[config.mk]
export PLATFORM = sky130hd
export DESIGN_NAME = ring_rr_arbiter_flat
export DESIGN_NICKNAME = d
export VERILOG_FILES = /design/src/rtl/ring_pkg.sv /design/src/rtl/ring_rr_arbiter_if.sv /design/src/rtl/ring_rr_arbiter_rr_pick.sv /design/src/rtl/ring_rr_arbiter.sv /design/src/flat_wrapper.sv
export SDC_FILE = /design/constraint.sdc
export NUM_CORES = 1
export LEC_CHECK = 0
export BUFFER_PORTS_ARGS = -buffer_cell sky130_fd_sc_hd__buf_2
export CORE_MARGIN = 2
export CORE_UTILIZATION = 45
export CTS_CLUSTER_DIAMETER = 120
export DETAILED_ROUTE_END_ITERATION = 6
export PLACE_DENSITY = 0.71
export REMOVE_ABC_BUFFERS = 1
export SLEW_MARGIN = 20
export SYNTH_ARGS = -nofsm -noshare
export SYNTH_HDL_FRONTEND = slang
export SYNTH_SLANG_ARGS = --single-unit
[constraint.sdc]
create_clock -name clk -period 6.1 [get_ports clk]
set_clock_uncertainty 0.15 [all_clocks]
set_input_delay 0.61 -clock clk [delete_from_list [all_inputs] [get_ports clk]]
set_output_delay 0.61 -clock clk [all_outputs]
set_load 0.005 [all_outputs]
[src/rtl/ring_pkg.sv]
// Shared definitions for the ring round-robin arbiter and the ring counter.
// Holds the arbiter state encoding plus the one-hot helpers both blocks use.
package ring_pkg;

   localparam int MAXW = 32;

   typedef enum logic {
      IDLE  = 1'b0,
      GRANT = 1'b1
   } state_t;

   function automatic int onehot_to_index(input logic [MAXW-1:0] v);
      int r;
      r = 0;
      for (int i = 0; i < MAXW; i++) begin
         if (v[i]) r = i;
      end
      return r;
   endfunction

   // Rotation is confined to the low w bits, so the top token wraps to bit 0.
   function automatic logic [MAXW-1:0] rotl1(input logic [MAXW-1:0] v, input int w);
      logic [MAXW-1:0] r;
      r = '0;
      for (int i = 0; i < MAXW; i++) begin
         if (i < w) begin
            if (i == w - 1) r[0] = v[i];
            else            r[i+1] = v[i];
         end
      end
      return r;
   endfunction

endpackage

[src/rtl/ring_rr_arbiter_if.sv]
// Requester-side handshake bundle for ring_rr_arbiter.
// The master side is the requester group; the slave side is the arbiter.
interface ring_rr_arbiter_if #(
   parameter int WIDTH = 4
);
   localparam int IW = (WIDTH > 1) ? $clog2(WIDTH) : 1;

   logic             en;
   logic [WIDTH-1:0] req;
   logic             rel;
   logic [WIDTH-1:0] gnt;
   logic [IW-1:0]    gnt_id;
   logic             busy;
   logic             timeout;

   modport master (
      output en, req, rel,
      input  gnt, gnt_id, busy, timeout
   );

   modport slave (
      input  en, req, rel,
      output gnt, gnt_id, busy, timeout
   );

endinterface

[src/rtl/ring_rr_arbiter_rr_pick.sv]
// Combinational circular priority select: first set req bit at or above
// the ptr token position, wrapping from the MSB back to bit 0.
module rr_pick
   import ring_pkg::*;
#(
   parameter int WIDTH = 4
) (
   input  logic [WIDTH-1:0] req,
   input  logic [WIDTH-1:0] ptr,
   output logic [WIDTH-1:0] winner,
   output logic             any
);
   localparam int IW = $clog2(WIDTH);

   logic [IW-1:0] base;
   logic [IW:0]   sum;
   logic [IW-1:0] idx;
   logic          found;

   assign base = IW'(onehot_to_index(MAXW'(ptr)));
   assign any  = |req;

   // Offset k walks the ring starting at the token; the first hit wins.
   always_comb begin
      winner = '0;
      found  = 1'b0;
      sum    = '0;
      idx    = '0;
      for (int k = 0; k < WIDTH; k++) begin
         sum = {1'b0, base} + (IW+1)'(k);
         if (sum >= (IW+1)'(WIDTH)) sum = sum - (IW+1)'(WIDTH);
         idx = sum[IW-1:0];
         if (!found && req[idx]) begin
            winner[idx] = 1'b1;
            found       = 1'b1;
         end
      end
   end

endmodule

[src/rtl/ring_rr_arbiter.sv]
// Round-robin arbiter with a one-hot rotating priority token and an
// optional hold-time limit that reclaims a grant the holder never releases.
module ring_rr_arbiter
   import ring_pkg::*;
#(
   parameter int WIDTH    = 4,
   parameter int MAX_HOLD = 8
) (
   input logic               clk,
   input logic               rst,
   ring_rr_arbiter_if.slave  bus
);
   localparam int IW = $clog2(WIDTH);
   localparam int HW = (MAX_HOLD > 0) ? (($clog2(MAX_HOLD + 1) > 0) ? $clog2(MAX_HOLD + 1) : 1) : 1;

   state_t           state;
   logic [WIDTH-1:0] ptr;
   logic [HW-1:0]    hold_cnt;
   logic [WIDTH-1:0] gnt_q;
   logic [IW-1:0]    gnt_id_q;
   logic             busy_q;
   logic             timeout_q;

   logic [WIDTH-1:0] winner;
   logic             any;
   logic             held_req;
   logic             limit;

   rr_pick #(.WIDTH(WIDTH)) u_pick (
      .req    (bus.req),
      .ptr    (ptr),
      .winner (winner),
      .any    (any)
   );

   assign held_req = |(bus.req & gnt_q);
   assign limit    = (MAX_HOLD != 0) && (hold_cnt == HW'(MAX_HOLD - 1));

   assign bus.gnt     = gnt_q;
   assign bus.gnt_id  = gnt_id_q;
   assign bus.busy    = busy_q;
   assign bus.timeout = timeout_q;

   // A release or a dropped request on the limit edge takes precedence,
   // so timeout only flags grants the hold limit actually reclaimed.
   always_ff @(posedge clk) begin
      if (!rst) begin
         state     <= IDLE;
         ptr       <= WIDTH'(1);
         hold_cnt  <= '0;
         gnt_q     <= '0;
         gnt_id_q  <= '0;
         busy_q    <= 1'b0;
         timeout_q <= 1'b0;
      end else begin
         timeout_q <= 1'b0;
         case (state)
            IDLE: begin
               if (bus.en && any) begin
                  gnt_q    <= winner;
                  gnt_id_q <= IW'(onehot_to_index(MAXW'(winner)));
                  busy_q   <= 1'b1;
                  hold_cnt <= '0;
                  state    <= GRANT;
               end
            end
            GRANT: begin
               if (bus.rel || !held_req || limit) begin
                  gnt_q     <= '0;
                  gnt_id_q  <= '0;
                  busy_q    <= 1'b0;
                  state     <= IDLE;
                  ptr       <= WIDTH'(rotl1(MAXW'(gnt_q), WIDTH));
                  timeout_q <= limit && !bus.rel && held_req;
               end else begin
                  hold_cnt <= hold_cnt + HW'(1);
               end
            end
            default: state <= IDLE;
         endcase
      end
   end

endmodule
[src/flat_wrapper.sv]
// flat-port wrapper written by rule: the top's interface ports become plain ports
module ring_rr_arbiter_flat import ring_pkg::*;
#(
   parameter int WIDTH    = 4,
   parameter int MAX_HOLD = 8
)
  (clk, rst, bus_en, bus_req, bus_rel, bus_gnt, bus_gnt_id, bus_busy, bus_timeout);
  ring_rr_arbiter_if #(.WIDTH(WIDTH)) bus_i ();
  input logic clk;
  input logic rst;
  input wire logic [$bits(bus_i.en)-1:0] bus_en;
  input wire logic [$bits(bus_i.req)-1:0] bus_req;
  input wire logic [$bits(bus_i.rel)-1:0] bus_rel;
  output wire logic [$bits(bus_i.gnt)-1:0] bus_gnt;
  output wire logic [$bits(bus_i.gnt_id)-1:0] bus_gnt_id;
  output wire logic [$bits(bus_i.busy)-1:0] bus_busy;
  output wire logic [$bits(bus_i.timeout)-1:0] bus_timeout;
  assign bus_i.en = bus_en;
  assign bus_i.req = bus_req;
  assign bus_i.rel = bus_rel;
  assign bus_gnt = bus_i.gnt;
  assign bus_gnt_id = bus_i.gnt_id;
  assign bus_busy = bus_i.busy;
  assign bus_timeout = bus_i.timeout;
  ring_rr_arbiter #(.WIDTH(WIDTH), .MAX_HOLD(MAX_HOLD)) u_core (.clk(clk), .rst(rst), .bus(bus_i));
endmodule
==> impl_metrics.py <==
metrics = {
    "floorplanning": {
        "core_area_um2": 2450,
        "die_x_um": 54.8,
        "die-height_um": 54.8,
        "fp.dieArea_um2": 3000,
        "initial_core_util_pct": 47.2,
        "core.rowCount": 18,
        "ios": 16,
    },
    "clock_tree": {
        "cts-root-buf": "clkbuf_4",
        "clkLatencyLatePin_ps": 290,
        "ctsResizeCount": 0,
        "cts_sinks": 16,
        "cts_tree": "built",
        "numCtsBuffers": 3,
        "h-tree-depth": 1,
        "post-cts-setup-buffers": 0,
        "clkTransAtPathRegs_ps": 90,
        "clockBufferDepth": 2,
        "cts_hold_buf": 0,
    },
    "yosys": {
        "synth-seq-cells": 16,
        "ys_top_cells_by_count": "16 x dfxtp_1, 11 x nor2_1, 10 x nand2_1",
        "async_reset_ff_share_pct": 0,
        "yosysTopAreaCell": "dfxtp_1",
        "synthCells": 136,
        "yosysMostFrequentCell": "dfxtp_1",
        "synth_seq_area_share_pct": 27.6,
        "synth_edf_count": 0,
        "synth_cell_types": 50,
        "yosysWarnings": 0,
        "syn_avg_cell_area_um2": 8.53,
        "synth_area_um2": 1160,
        "synth_top_area_share_pct": 27.6,
        "synthFlopType": "dfxtp_1",
        "synth.top_cells.by_area": "dfxtp_1 28%, mux2i_1 6.0%, ha_1 5.4%, nor2_1 3.6%, a21oi_1 3.5%",
    },
    "power_and_ir_drop": {
        "p_leak_nw": 0.542,
        "internal_power_mw": 0.152,
        "power_switching_mw": 0.0631,
        "seqPwrFrac_pct": 52.1,
        "switching_share_pct": 29.4,
        "p_per_area_nw_per_um2": 169,
        "power_frac_clock_pct": 25.8,
        "comb_power_share_pct": 22.1,
        "vdd_drop_max_mv": 0.180,
    },
    "timing": {
        "finalCritPeriodShare_pct": 50.5,
        "worst_slew_pin_slew_ps": 536,
        "setup_slack_ps": 3020,
        "min_period_ps": 3080,
        "drv_slew": 0,
        "rsz0062_at_grt": "false",
        "max_freq_mhz": 324,
        "setup_violations": 0,
        "relSlewSlack_pct": 64.3,
        "hold_viol": 0,
        "tns_ps": 0,
    },
    "worst_setup_path": {
        "r2r_end": "u_core.bus.gnt_id[0]$_SDFFE_PN0P_",
        "critPathLaunch": "u_core.ptr[3]$_SDFFE_PN0P_",
        "cp_data_required_time_ps": 6110,
        "reg2reg_from": "u_core.ptr[3]$_SDFFE_PN0P_",
        "worstRegToRegCells": 9,
        "path_class": "flop to flop",
        "slowest_delay_ps": 650,
        "end_kind": "flop",
        "worstPathArrival_ps": 3100,
        "critPathTopFamily": "compound AO/OA/AOI/OAI gates",
        "startpoint_type": "flop",
        "critPathSlowestCell": "dfxtp_1",
        "cp_cell_sequence": "inv_1, nand2_1, ha_1, or2b_1, a211oi_2, or2_1, nor3_1, o311ai_1, o221ai_2",
        "rrSetupSlack_ps": 3020,
        "path_buf_inv": 1,
        "crit_fanout": 14,
        "worstSetupPathDepth": 9,
        "endpoint": "u_core.bus.gnt_id[0]$_SDFFE_PN0P_",
    },
    "place": {
        "place_hpwl_um": 1960,
        "gp_congestion": 0.870,
        "post-place-ws_ps": 3060,
        "numPortBuffers": 15,
    },
    "drt": {
        "vias_per_cell": 5.89,
        "drc_errors": 0,
        "num_vias": 1055,
        "wl_per_cell_um": 14.5,
        "firstDrtPassIters": 4,
        "drt_iter0_drc": 27,
        "postRouteWirelength_um": 2590,
        "ant_nets": 0,
    },
    "cells_and_area": {
        "drive_gt1_share_pct": 24.8,
        "multiInputGateArea_um2": 778,
        "final_nets": 164,
        "regArea_um2": 320,
        "n_fill_cell": 225,
        "area_growth_pct": 9.60,
        "antennaDiodeCount": 0,
    },
    "global_routing": {
        "grt-ovfl-total": 0,
        "grt_usage_pct": 19.3,
        "grt_pass1_vias": 907,
        "antenna_found_initial": 0,
        "grt_max_degree": 15,
        "grt_pass1_wl_um": 4090,
    },
    "flow_run": {
        "maxCapViolCount": 0,
    },
    "hold_path": {
        "hp-class": "flop to flop",
        "hp-start": "u_core.state$_SDFF_PN0_",
    },
    "outcome": {
        "status": "complete, no violations",
    },
}
[tightest hold or removal path, stage by stage, from the launching register on]
cell	delay, ps
dfxtp_1	330
nand2_1	60
nor3_1	40
[worst min-delay path by stage]
stage | to | cells past startpoint
floorplan | u_core.bus.timeout$_SDFF_PN0_ | 2
global placement | u_core.bus.timeout$_SDFF_PN0_ | 2
detailed placement | u_core.bus.gnt_id[0]$_SDFFE_PN0P_ | 2
CTS | u_core.bus.timeout$_SDFF_PN0_ | 2
global route | u_core.bus.timeout$_SDFF_PN0_ | 2
finish | u_core.bus.timeout$_SDFF_PN0_ | 2
[power by group through the flow]
stage               sequential [mW]  combinational [mW]  clock, mW
floorplan                     0.114              0.0320          0
global placement              0.114              0.0457          0
detailed placement            0.114              0.0470          0
CTS                           0.112              0.0471     0.0584
global route                  0.112              0.0523     0.0610
finish                        0.112              0.0475     0.0555
[routing by layer]
layer | GRT usage, % | share of wire (%)
met1 | 26.7 | 47
met2 | 28.2 | 45
met3 | 5.19 | 5.8
met4 | 7.08 | 2.1
met5 | 0 | 0
[area by class of cell]
| class | count | share of cell area [%] |
|---|---|---|
| clock buffer | 3 | 1.77 |
| timing repair buffer | 16 | 6.50 |
| inverter | 8 | 2.36 |
| tap | 30 | 2.95 |
| multi-input combinational | 106 | 61.2 |
| sequential | 16 | 25.2 |
[state kept, by name, indices dropped and copies added, names as in the netlist]
name	cells
u_core.bus.busy	1
u_core.bus.gnt	4
u_core.bus.gnt_id	2
u_core.bus.timeout	1
u_core.hold_cnt	4
u_core.ptr	3
u_core.state	1
[logic make-up (layout without fill, tap and decap cells)]
logic type	count (synthesis)	in the layout	share of synthesized area [%]
compound gates	35	35	25.9
fa+ha+maj	5	5	5.39
buf+inv	14	27	5.29
xor+xnor	2	2	1.51
flops	16	16	27.6
simple gates	57	57	28.3
mux	7	7	6.04
[cell usage in the layout, fill, tap and decap left out, types with 2 or more instances in the layout]
cell type,netlist,final
xor2_1,2,2
nor3b_1,2,2
o21ai_0,3,3
a21oi_1,8,8
mux2i_1,7,7
nand3b_1,3,3
nor2b_1,2,2
nor3_1,8,8
ha_1,5,5
a211oi_2,3,3
a311oi_1,2,2
nand2_1,10,10
clkbuf_4,0,3
buf_2,1,15
o31ai_1,3,3
nor2_1,11,11
inv_1,8,8
nand3_1,2,2
nand2b_1,3,3
dfxtp_1,16,16
a22oi_1,3,3
or3_1,2,2
[per-stage QoR]
step	cell area [µm²]	total power, mW	utilization (%)	cells	hold WS [ps]
2_1_floorplan	1130	0.146	-	130	287
3_3_place_gp	1250	0.160	50.9	176	298
3_5_place_dp	1250	0.161	50.9	176	300
4_1_cts	1270	0.217	51.8	179	321
5_1_grt	1270	0.226	51.8	179	341
6_report	1270	0.215	51.8	179	317
Note: power is estimated with default switching activity, not from simulation.
